File: src/rtl/alu_sequencer_if.sv
// Command and response handshakes between a requester and the ALU sequencer.
interface alu_sequencer_if;
   logic       cmd_valid;
   logic       cmd_ready;
   logic [2:0] cmd_op;
   logic [2:0] cmd_src_a;
   logic [2:0] cmd_src_b;
   logic [3:0] cmd_dst;
   logic       cmd_wb;
   logic       rsp_valid;
   logic       rsp_ready;
   logic [7:0] rsp_data;
   logic       rsp_zero;
   logic       rsp_carry;
   logic       rsp_wb_dropped;

   modport master (
      output cmd_valid, cmd_op, cmd_src_a, cmd_src_b, cmd_dst, cmd_wb,
      input  cmd_ready,
      input  rsp_valid, rsp_data, rsp_zero, rsp_carry, rsp_wb_dropped,
      output rsp_ready
   );

   modport slave (
      input  cmd_valid, cmd_op, cmd_src_a, cmd_src_b, cmd_dst, cmd_wb,
      output cmd_ready,
      output rsp_valid, rsp_data, rsp_zero, rsp_carry, rsp_wb_dropped,
      input  rsp_ready
   );
endinterface

File: src/rtl/alu_sequencer.sv
// ALU sequencer: command FIFO feeding a read/exec/writeback/response FSM
// that drives a two-bank register file and an external ALU.
module alu_sequencer #(
   parameter int FIFO_DEPTH = 4
) (
   input  logic       clk,
   input  logic       rst_n,
   alu_sequencer_if.slave bus,
   output logic [2:0] rd_slct_a,
   output logic [2:0] rd_slct_b,
   input  logic [7:0] data_a,
   input  logic [7:0] data_b,
   output logic [6:0] wrt_slct,
   output logic       wrtnbl,
   output logic [7:0] wr_data,
   output logic [7:0] alu_a,
   output logic [7:0] alu_b,
   output logic [2:0] alu_op,
   input  logic [7:0] alu_c,
   input  logic       alu_zero,
   input  logic       alu_carry,
   output logic       busy
);
   localparam int AW = $clog2(FIFO_DEPTH);
   localparam int CW = AW + 1;

   typedef struct packed {
      logic [2:0] op;
      logic [2:0] src_a;
      logic [2:0] src_b;
      logic [3:0] dst;
      logic       wb;
   } cmd_t;

   typedef enum logic [2:0] {
      IDLE, READ, EXEC, WB, RESP
   } state_t;

   state_t        state;
   state_t        state_nx;
   cmd_t          mem [FIFO_DEPTH];
   cmd_t          head;
   logic [AW-1:0] wr_ptr;
   logic [AW-1:0] rd_ptr;
   logic [CW-1:0] count;
   logic          full;
   logic          empty;
   logic          push;
   logic          pop;
   logic          hold;
   logic [2:0]    op_q;
   logic [3:0]    dst_q;
   logic          wb_q;
   logic          drop_q;
   logic [7:0]    res_q;
   logic          zero_q;
   logic          carry_q;

   assign full          = count == CW'(FIFO_DEPTH);
   assign empty         = count == '0;
   assign head          = mem[rd_ptr];
   assign bus.cmd_ready = rst_n & ~full;
   assign push          = bus.cmd_valid & bus.cmd_ready;
   assign busy          = (state != IDLE) | ~empty;

   assign bus.rsp_data       = res_q;
   assign bus.rsp_zero       = zero_q;
   assign bus.rsp_carry      = carry_q;
   assign bus.rsp_wb_dropped = drop_q;

   always_ff @(posedge clk or negedge rst_n) begin
      if (!rst_n) begin
         wr_ptr <= '0;
         rd_ptr <= '0;
         count  <= '0;
         for (int i = 0; i < FIFO_DEPTH; i++) mem[i] <= '0;
      end else begin
         if (push) begin
            mem[wr_ptr] <= '{op: bus.cmd_op, src_a: bus.cmd_src_a,
                             src_b: bus.cmd_src_b, dst: bus.cmd_dst,
                             wb: bus.cmd_wb};
            wr_ptr <= wr_ptr + AW'(1);
         end
         if (pop) rd_ptr <= rd_ptr + AW'(1);
         if (push && !pop) count <= count + CW'(1);
         else if (pop && !push) count <= count - CW'(1);
      end
   end

   always_ff @(posedge clk or negedge rst_n) begin
      if (!rst_n) state <= IDLE;
      else state <= state_nx;
   end

   always_comb begin
      state_nx = state;
      unique case (state)
         IDLE: if (!empty && !hold) state_nx = READ;
         READ: state_nx = EXEC;
         EXEC: state_nx = wb_q ? WB : RESP;
         WB:   state_nx = RESP;
         RESP: if (bus.rsp_ready) state_nx = IDLE;
         default: state_nx = IDLE;
      endcase
   end

   always_comb begin
      pop           = 1'b0;
      wrtnbl        = 1'b0;
      bus.rsp_valid = 1'b0;
      unique case (1'b1)
         state == IDLE: pop = ~empty & ~hold;
         state == WB:   wrtnbl = ~drop_q;
         state == RESP: bus.rsp_valid = 1'b1;
         default: ;
      endcase
   end

   // hold blocks the pop in the first IDLE cycle after a response
   always_ff @(posedge clk or negedge rst_n) begin
      if (!rst_n) begin
         hold      <= 1'b0;
         op_q      <= '0;
         dst_q     <= '0;
         wb_q      <= 1'b0;
         drop_q    <= 1'b0;
         rd_slct_a <= '0;
         rd_slct_b <= '0;
         alu_a     <= '0;
         alu_b     <= '0;
         alu_op    <= '0;
         res_q     <= '0;
         zero_q    <= 1'b0;
         carry_q   <= 1'b0;
         wrt_slct  <= '0;
         wr_data   <= '0;
      end else begin
         hold <= (state == RESP) & bus.rsp_ready;
         if (pop) begin
            op_q      <= head.op;
            dst_q     <= head.dst;
            wb_q      <= head.wb;
            drop_q    <= head.wb & (head.dst[2:1] == 2'b00);
            rd_slct_a <= head.src_a;
            rd_slct_b <= head.src_b;
         end
         if (state == READ) begin
            alu_a  <= data_a;
            alu_b  <= data_b;
            alu_op <= op_q;
         end
         if (state == EXEC) begin
            res_q   <= alu_c;
            zero_q  <= alu_zero;
            carry_q <= alu_carry;
            if (wb_q && !drop_q) begin
               wrt_slct <= {3'b000, dst_q};
               wr_data  <= alu_c;
            end
         end
      end
   end
endmodule
File: src/flat_wrapper.sv
// flat-port wrapper written by rule: the top's interface ports become plain ports
module alu_sequencer_flat 
#(
   parameter int FIFO_DEPTH = 4
)
  (clk, rst_n, rd_slct_a, rd_slct_b, data_a, data_b, wrt_slct, wrtnbl, wr_data, alu_a, alu_b, alu_op, alu_c, alu_zero, alu_carry, busy, bus_cmd_valid, bus_cmd_op, bus_cmd_src_a, bus_cmd_src_b, bus_cmd_dst, bus_cmd_wb, bus_cmd_ready, bus_rsp_valid, bus_rsp_data, bus_rsp_zero, bus_rsp_carry, bus_rsp_wb_dropped, bus_rsp_ready);
  alu_sequencer_if bus_i ();
  input  logic clk;
  input  logic rst_n;
  output logic [2:0] rd_slct_a;
  output logic [2:0] rd_slct_b;
  input  logic [7:0] data_a;
  input  logic [7:0] data_b;
  output logic [6:0] wrt_slct;
  output logic wrtnbl;
  output logic [7:0] wr_data;
  output logic [7:0] alu_a;
  output logic [7:0] alu_b;
  output logic [2:0] alu_op;
  input  logic [7:0] alu_c;
  input  logic alu_zero;
  input  logic alu_carry;
  output logic busy;
  input wire logic [$bits(bus_i.cmd_valid)-1:0] bus_cmd_valid;
  input wire logic [$bits(bus_i.cmd_op)-1:0] bus_cmd_op;
  input wire logic [$bits(bus_i.cmd_src_a)-1:0] bus_cmd_src_a;
  input wire logic [$bits(bus_i.cmd_src_b)-1:0] bus_cmd_src_b;
  input wire logic [$bits(bus_i.cmd_dst)-1:0] bus_cmd_dst;
  input wire logic [$bits(bus_i.cmd_wb)-1:0] bus_cmd_wb;
  output wire logic [$bits(bus_i.cmd_ready)-1:0] bus_cmd_ready;
  output wire logic [$bits(bus_i.rsp_valid)-1:0] bus_rsp_valid;
  output wire logic [$bits(bus_i.rsp_data)-1:0] bus_rsp_data;
  output wire logic [$bits(bus_i.rsp_zero)-1:0] bus_rsp_zero;
  output wire logic [$bits(bus_i.rsp_carry)-1:0] bus_rsp_carry;
  output wire logic [$bits(bus_i.rsp_wb_dropped)-1:0] bus_rsp_wb_dropped;
  input wire logic [$bits(bus_i.rsp_ready)-1:0] bus_rsp_ready;
  assign bus_i.cmd_valid = bus_cmd_valid;
  assign bus_i.cmd_op = bus_cmd_op;
  assign bus_i.cmd_src_a = bus_cmd_src_a;
  assign bus_i.cmd_src_b = bus_cmd_src_b;
  assign bus_i.cmd_dst = bus_cmd_dst;
  assign bus_i.cmd_wb = bus_cmd_wb;
  assign bus_cmd_ready = bus_i.cmd_ready;
  assign bus_rsp_valid = bus_i.rsp_valid;
  assign bus_rsp_data = bus_i.rsp_data;
  assign bus_rsp_zero = bus_i.rsp_zero;
  assign bus_rsp_carry = bus_i.rsp_carry;
  assign bus_rsp_wb_dropped = bus_i.rsp_wb_dropped;
  assign bus_i.rsp_ready = bus_rsp_ready;
  alu_sequencer #(.FIFO_DEPTH(FIFO_DEPTH)) u_core (.clk(clk), .rst_n(rst_n), .bus(bus_i), .rd_slct_a(rd_slct_a), .rd_slct_b(rd_slct_b), .data_a(data_a), .data_b(data_b), .wrt_slct(wrt_slct), .wrtnbl(wrtnbl), .wr_data(wr_data), .alu_a(alu_a), .alu_b(alu_b), .alu_op(alu_op), .alu_c(alu_c), .alu_zero(alu_zero), .alu_carry(alu_carry), .busy(busy));
endmodule
File: config.mk
export PLATFORM = sky130hd
export DESIGN_NAME = alu_sequencer_flat
export DESIGN_NICKNAME = d
export VERILOG_FILES = /design/src/rtl/alu_sequencer_if.sv /design/src/rtl/alu_sequencer.sv /design/src/flat_wrapper.sv
export SDC_FILE = /design/constraint.sdc
export NUM_CORES = 1
export LEC_CHECK = 0
export ABC_AREA = 1
export BUFFER_PORTS_ARGS = -buffer_cell sky130_fd_sc_hd__buf_2
export CORE_MARGIN = 4
export CORE_UTILIZATION = 60
export CTS_CLUSTER_DIAMETER = 120
export DETAILED_ROUTE_END_ITERATION = 6
export GPL_TIMING_DRIVEN = 0
export HOLD_SLACK_MARGIN = 0.02
export PLACE_DENSITY = 0.95
export SETUP_SLACK_MARGIN = 0.02
export SYNTH_ARGS = -nofsm -noshare
export SYNTH_HDL_FRONTEND = slang
export SYNTH_SLANG_ARGS = --single-unit
File: constraint.sdc
create_clock -name clk -period 6.7 [get_ports clk]
set_input_delay 0.335 -clock clk [delete_from_list [all_inputs] [get_ports clk]]
set_output_delay 0.335 -clock clk [all_outputs]
set_load 0.01 [all_outputs]
Yosys cells after proc, flatten, opt, wreduce, memory -nomap -nowiden
Cells that the tools add are included.

Add/subtract/negate cells: 4. Order comparisons: 3. Eq/ne operators: 7. Mux-type cells: 15. Bitwise gates (word level): 12. Reduce and logical (&&, ||, !) cells: 17.

Operators by type and width (number): 56-bit bitwise mux (1); 14-bit two-way mux (3); 14-bit binary-select mux with 2-bit select (1); 14-bit demux with 2-bit select (1); 3-bit two-way mux (5); 3-bit one-hot mux with 5 select lines (1); 3-bit by 2-bit equality test with 1-bit output (second input constant) (2); 3-bit equality test (second input constant) (2); 3-bit greater-or-equal comparator (second input constant) (2); 3-bit logical NOT (2); 2-bit NOT with 3-bit output (2); 1-bit bitwise AND (5); 1-bit logical AND (5); 1-bit logical NOT (5); 2-bit by 1-bit adder with 2-bit output (second input constant) (2); 1-bit NOT (4); 2-bit AND reduction (2); 3-bit by 1-bit adder with 3-bit output (second input constant) (1); 3-bit by 1-bit equality test with 1-bit output (second input constant) (1); 3-bit by 1-bit less-than comparator with 1-bit output (second input constant) (1); 1-bit two-way mux (3); 3-bit nonzero test (1); 3-bit by 1-bit subtractor with 3-bit output (second input constant) (1); 2-bit logical NOT (1); 4 further kinds (4).

Flip-flop bits (word level): 123. Output and inout bits: 55. Logic and storage cells: 97.

Logic depth before layout (Yosys ltp)
Depth in word-level cells: 8. Mapped depth: 11. Gate-level depth less buffers: 10.

Least setup slack after synthesis
OpenSTA, ideal clock, no wires.

Path type: reg-to-reg. Start point: register u_core.count[0]. End point: register u_core.count[2]. Library setup time: 0.131 ns. Arrival time: 1.986 ns. Slack: 4.583 ns. Cell stages (with the launch flop): 12. Buffers on the path: 1. Clock period less this slack: 2.117 ns. Cell sequence: dfrtp_1 nor2_1 a21boi_2 buf_4 nand2_1 inv_1 ha_1 inv_1 fa_1 a21oi_1 o21ai_0 xor2_1.

Longest elaborated chain between the ends: 7. Elaborated cells between the ends (all ways): 17. Those cells by class: 2 x add/sub; 1 x eq/ne; 3 x mux; 5 x bitwise; 6 x reduce/logical.

Ends and longest elaborated chain: start, declared (line alu_sequencer.sv:45) `logic [CW-1:0] count;`; start signal, assigned (line alu_sequencer.sv:85) `if (push && !pop) count <= count + CW'(1);`; start signal, assigned (line alu_sequencer.sv:86) `else if (pop && !push) count <= count - CW'(1);`; 3-bit equality test (*) (line alu_sequencer.sv:59) `assign full = count == CW'(FIFO_DEPTH);`; 1-bit NOT (*) (line alu_sequencer.sv:62) `assign bus.cmd_ready = rst_n & ~full;`; 1-bit bitwise AND (*) (line alu_sequencer.sv:62); 1-bit bitwise AND (*) (line alu_sequencer.sv:63) `assign push = bus.cmd_valid & bus.cmd_ready;`; net u_core.push (line alu_sequencer.sv:48) `logic push;`; 1-bit logical NOT (line alu_sequencer.sv:86); 1-bit logical AND (line alu_sequencer.sv:86); 2-bit nonzero test (no source line).

The timed path passes the listed nets; every way through them passes the cells marked *. The select of a mux whose other input is x is not followed. A chain may end at the register's enable or synchronous reset.

Worst setup path in the final report
Start point: input port rst_n. End point: register u_core.count[2].

Longest elaborated chain between the ends: 5. Elaborated cells between the ends (all ways): 7. Those cells by class: 1 x mux; 2 x bitwise; 4 x reduce/logical.

Ends and longest elaborated chain: start, declared (line flat_wrapper.sv:9) `input logic rst_n;`; 1-bit bitwise AND (*) (line alu_sequencer.sv:62); 1-bit bitwise AND (*) (line alu_sequencer.sv:63); net u_core.push (line alu_sequencer.sv:48); 1-bit logical NOT (line alu_sequencer.sv:86); 1-bit logical AND (line alu_sequencer.sv:86); 2-bit nonzero test (no source line).

The timed path passes the listed nets; every way through them passes the cells marked *.

==> metrics <==
Die X=103.2 um; Core Box Area=8763 um2; Critical Path RT=~7.1 ns; CP startpoint=rst_n; Final Hold Fails=0; # clock sinks=between 100 and 150; Port Buf Inserts=94; final WL=14060 um; Register Area=3078 um2; largest net degree at the start of global routing=93; YS warnings=0; Post-Synthesis Cells=618; final setup vio count=0; number of buffers created by CTS=17; R2R Setup Slk=4.13 ns; post-cts resize count=0; drt pass-1 iters=6; number of I/O pins=roughly 100; fmax=309.3 MHz; pwr dens=531.9 nW/um2; r2r startpoint=u_core.count[0]; total grt overflow=0; final critical-path share of the clock period=48.26%; Post-route DRC=0; multi-input logic area=about 2000 um2; Netlist cell types=24; Logic pwr share=38.1%; n_diodes=0; Max IR drop VDD=about 0.25 mV; clock input transition at the sequential cells of the worst setup and hold paths=0.06 ns; Final Skew=0.006427 ns; Rows=34; WL met2=approximately 6900 um; register area share after synthesis=between 50 and 60%; gr usage total=roughly 28%; max-slew violations=0; Mapped Area=5433 um2; latest clock arrival within the worst-skew pair=between 0.5 and 0.6 ns; crit path launch type=primary input; setup TNS=0 ns; min cycle time layout=approximately 3.2 ns; Leak=3.533 nW; hpwl dp=just under 10000 um; Hold WC Path Type=primary input to flop; Clock Power Share=25.5%; CTS HTree Levels=4; Max-Cap Viols=0; run status=completed; critical path fanouts, max=between 90 and 100; synthesized area per cell=8.791 um2; Worst Tran Pin Value=~0.6 ns; vias=4907; register bit total from synthesis=123; vertical die dimension=around 100 um; NetSw=1.392 mW; Crit Path Class=primary input to flop; vias in the first global route=a little under 5k; Layout area overhead=23.28%; root buffer cell=clkbuf_8; sum of routed wire segments on met1=about 5500 um; Net Sw Frac=between 30% and 40%; Max Buffers Root-to-Sink=2; R2R cell count=11; Fillers=580; starting density of the core=61.99%; WP data arrival=3.62 ns; initial antenna violation count=0; met3 routed WL=between 1000 and 1500 um; Final Core Density=76.43%; crit path to=u_core.count[2]; CTS tree=built; routability cong.=0.9090; Max Used Layer=met4; first-iteration detailed-routing DRC count=around 430; Relative slew margins=59.66%; RSZ-0062 raised after global routing=no; DR WL/cell=between 15 and 20 um; die footprint=10640 um2; Power Internal=2.170 mW; Post-DRT Antenna Nets=0; first-pass GRT wire length=22940 um; fin nets=around 800; register share of total power=between 30% and 40%; Via density=about 5.7; CP Capture Type=flop; share of post-route cells with drive strength above 1=between 20% and 30%; Critical R2R Capture=u_core.count[2]
[routing by layer]
layer | GRT usage, % | vias to the layer above
met1 | 35.00 | 2339
met2 | 48.00 | 269
met5 | 0 | -
met3 | 5.277 | 38
met4 | 10.96 | 0
li1 | - | 2261
[synth_stat cells (all sizes together)]
cell type	instances	area (um2)
ha	5	62.56
buf	25	135.1
conb	1	3.750
a21oi	2	10.01
dfrtp	123	3078
nor2	34	130.1
mux2	17	191.4
nor4	1	6.260
nand4	56	350.3
fa	1	20.02
nand2	226	848.3
inv	32	120.1
o21ai	58	290.3
a21boi	1	11.26
xor2	3	26.28
clkbuf	15	56.30
nor3	2	10.01
xnor2	1	8.760
clkinv	1	3.750
nand3	14	70.07
[registers in the layout, summed over array words and instances, names as in the netlist, 2 cells and up]
signal               flops
u_core.rd_slct_a         3
u_core.alu_a             8
u_core.alu_b             8
u_core.count             3
u_core.dst_q             4
u_core.alu_op            3
u_core.rd_slct_b         3
u_core.bus.rsp_data      8
u_core.wrt_slct          4
u_core.mem              56
u_core.op_q              3
u_core.wr_data           8
u_core.wr_ptr            2
u_core.state             3
u_core.rd_ptr            2
[how the worst min path moves through the flow]
stage	startpoint	to	slack, ns	cells after the start
floorplan	rst_n	u_core.alu_a[0]	0.04	0
global placement	u_core.mem[15]	u_core.mem[15]	0.45	2
detailed placement	rst_n	u_core.bus.rsp_data[2]	0.23	1
CTS	alu_zero	u_core.bus.rsp_zero	0.03	3
global route	data_b[5]	u_core.alu_b[5]	0.05	2
finish	alu_zero	u_core.bus.rsp_zero	0.04	3
[cell usage in the layout (no fill, tap or decap), types with 3 or more instances in the layout]
master,count
buf_1,4
buf_2,108
buf_4,6
bufinv_16,3
clkbuf_1,15
clkbuf_16,16
clkinv_2,3
clkinvlp_4,4
conb_1,3
dfrtp_1,123
ha_1,5
inv_1,30
mux2_2,17
nand2_1,226
nand3_1,14
nand4_1,56
nor2_1,33
o21ai_0,58
xor2_1,3
[power groups by stage]
stage	clock [mW]	sequential (mW)	combinational, mW
2_1_floorplan	0	1.33	0.812
3_3_place_gp	0	1.27	1.26
3_5_place_dp	0	1.30	1.32
4_1_cts	0.911	1.29	1.35
5_1_grt	0.947	1.33	1.53
6_report	0.910	1.30	1.36
[critical path, stage by stage]
cell	delay, ns
dlygate4sd3_1	0.55
buf_6	0.29
buf_16	0.39
a21boi_2	0.47
buf_4	0.26
nand2_1	0.11
inv_1	0.12
ha_1	0.15
inv_1	0.07
fa_1	0.39
a21oi_1	0.17
o21ai_0	0.11
xor2_1	0.15
[final cells by class]
class	count	area share (%)
clock inverter	14	2.541
tap	108	2.018
clock buffer	18	6.389
inverter	33	1.849
timing repair buffer	97	7.827
buffer	40	2.858
multi-input combinational	424	30.56
sequential	123	45.96
[timing repair]
| item | CTS | global route |
|---|---|---|
| hold buffers | 2 | 0 |
| buffers inserted | 0 | 0 |
| endpoints found under the setup margin | 0 | 0 |
| endpoints found under the hold margin | 33 | 0 |
[cell families after synthesis]
logic type	Yosys count	synth area share [%]
AOI/OAI and AO/OA	61	5.735
xor gates and xnor gates	4	0.6450
adders and majority gates	6	1.520
buffers and inverters	73	5.804
DFF	123	56.66
muxes	17	3.524
other	1	0.06903
and+or+nand+nor	333	26.05
[per-stage QoR]
step | cell area [um2] | setup WS, ns | hold WS (ns) | instances | total power [mW]
6_report | 6698 | 3.466 | 0.03742 | 857 | 3.562
5_1_grt | 6698 | 3.197 | 0.05445 | 857 | 3.810
4_1_cts | 6698 | 3.458 | 0.03069 | 857 | 3.554
3_5_place_dp | 6080 | 3.533 | 0.2302 | 823 | 2.622
3_3_place_gp | 6046 | 2.265 | 0.4488 | 822 | 2.534
2_1_floorplan | 5440 | 4.583 | 0.03941 | 620 | 2.141
Note: power is estimated with default switching activity, not from simulation.
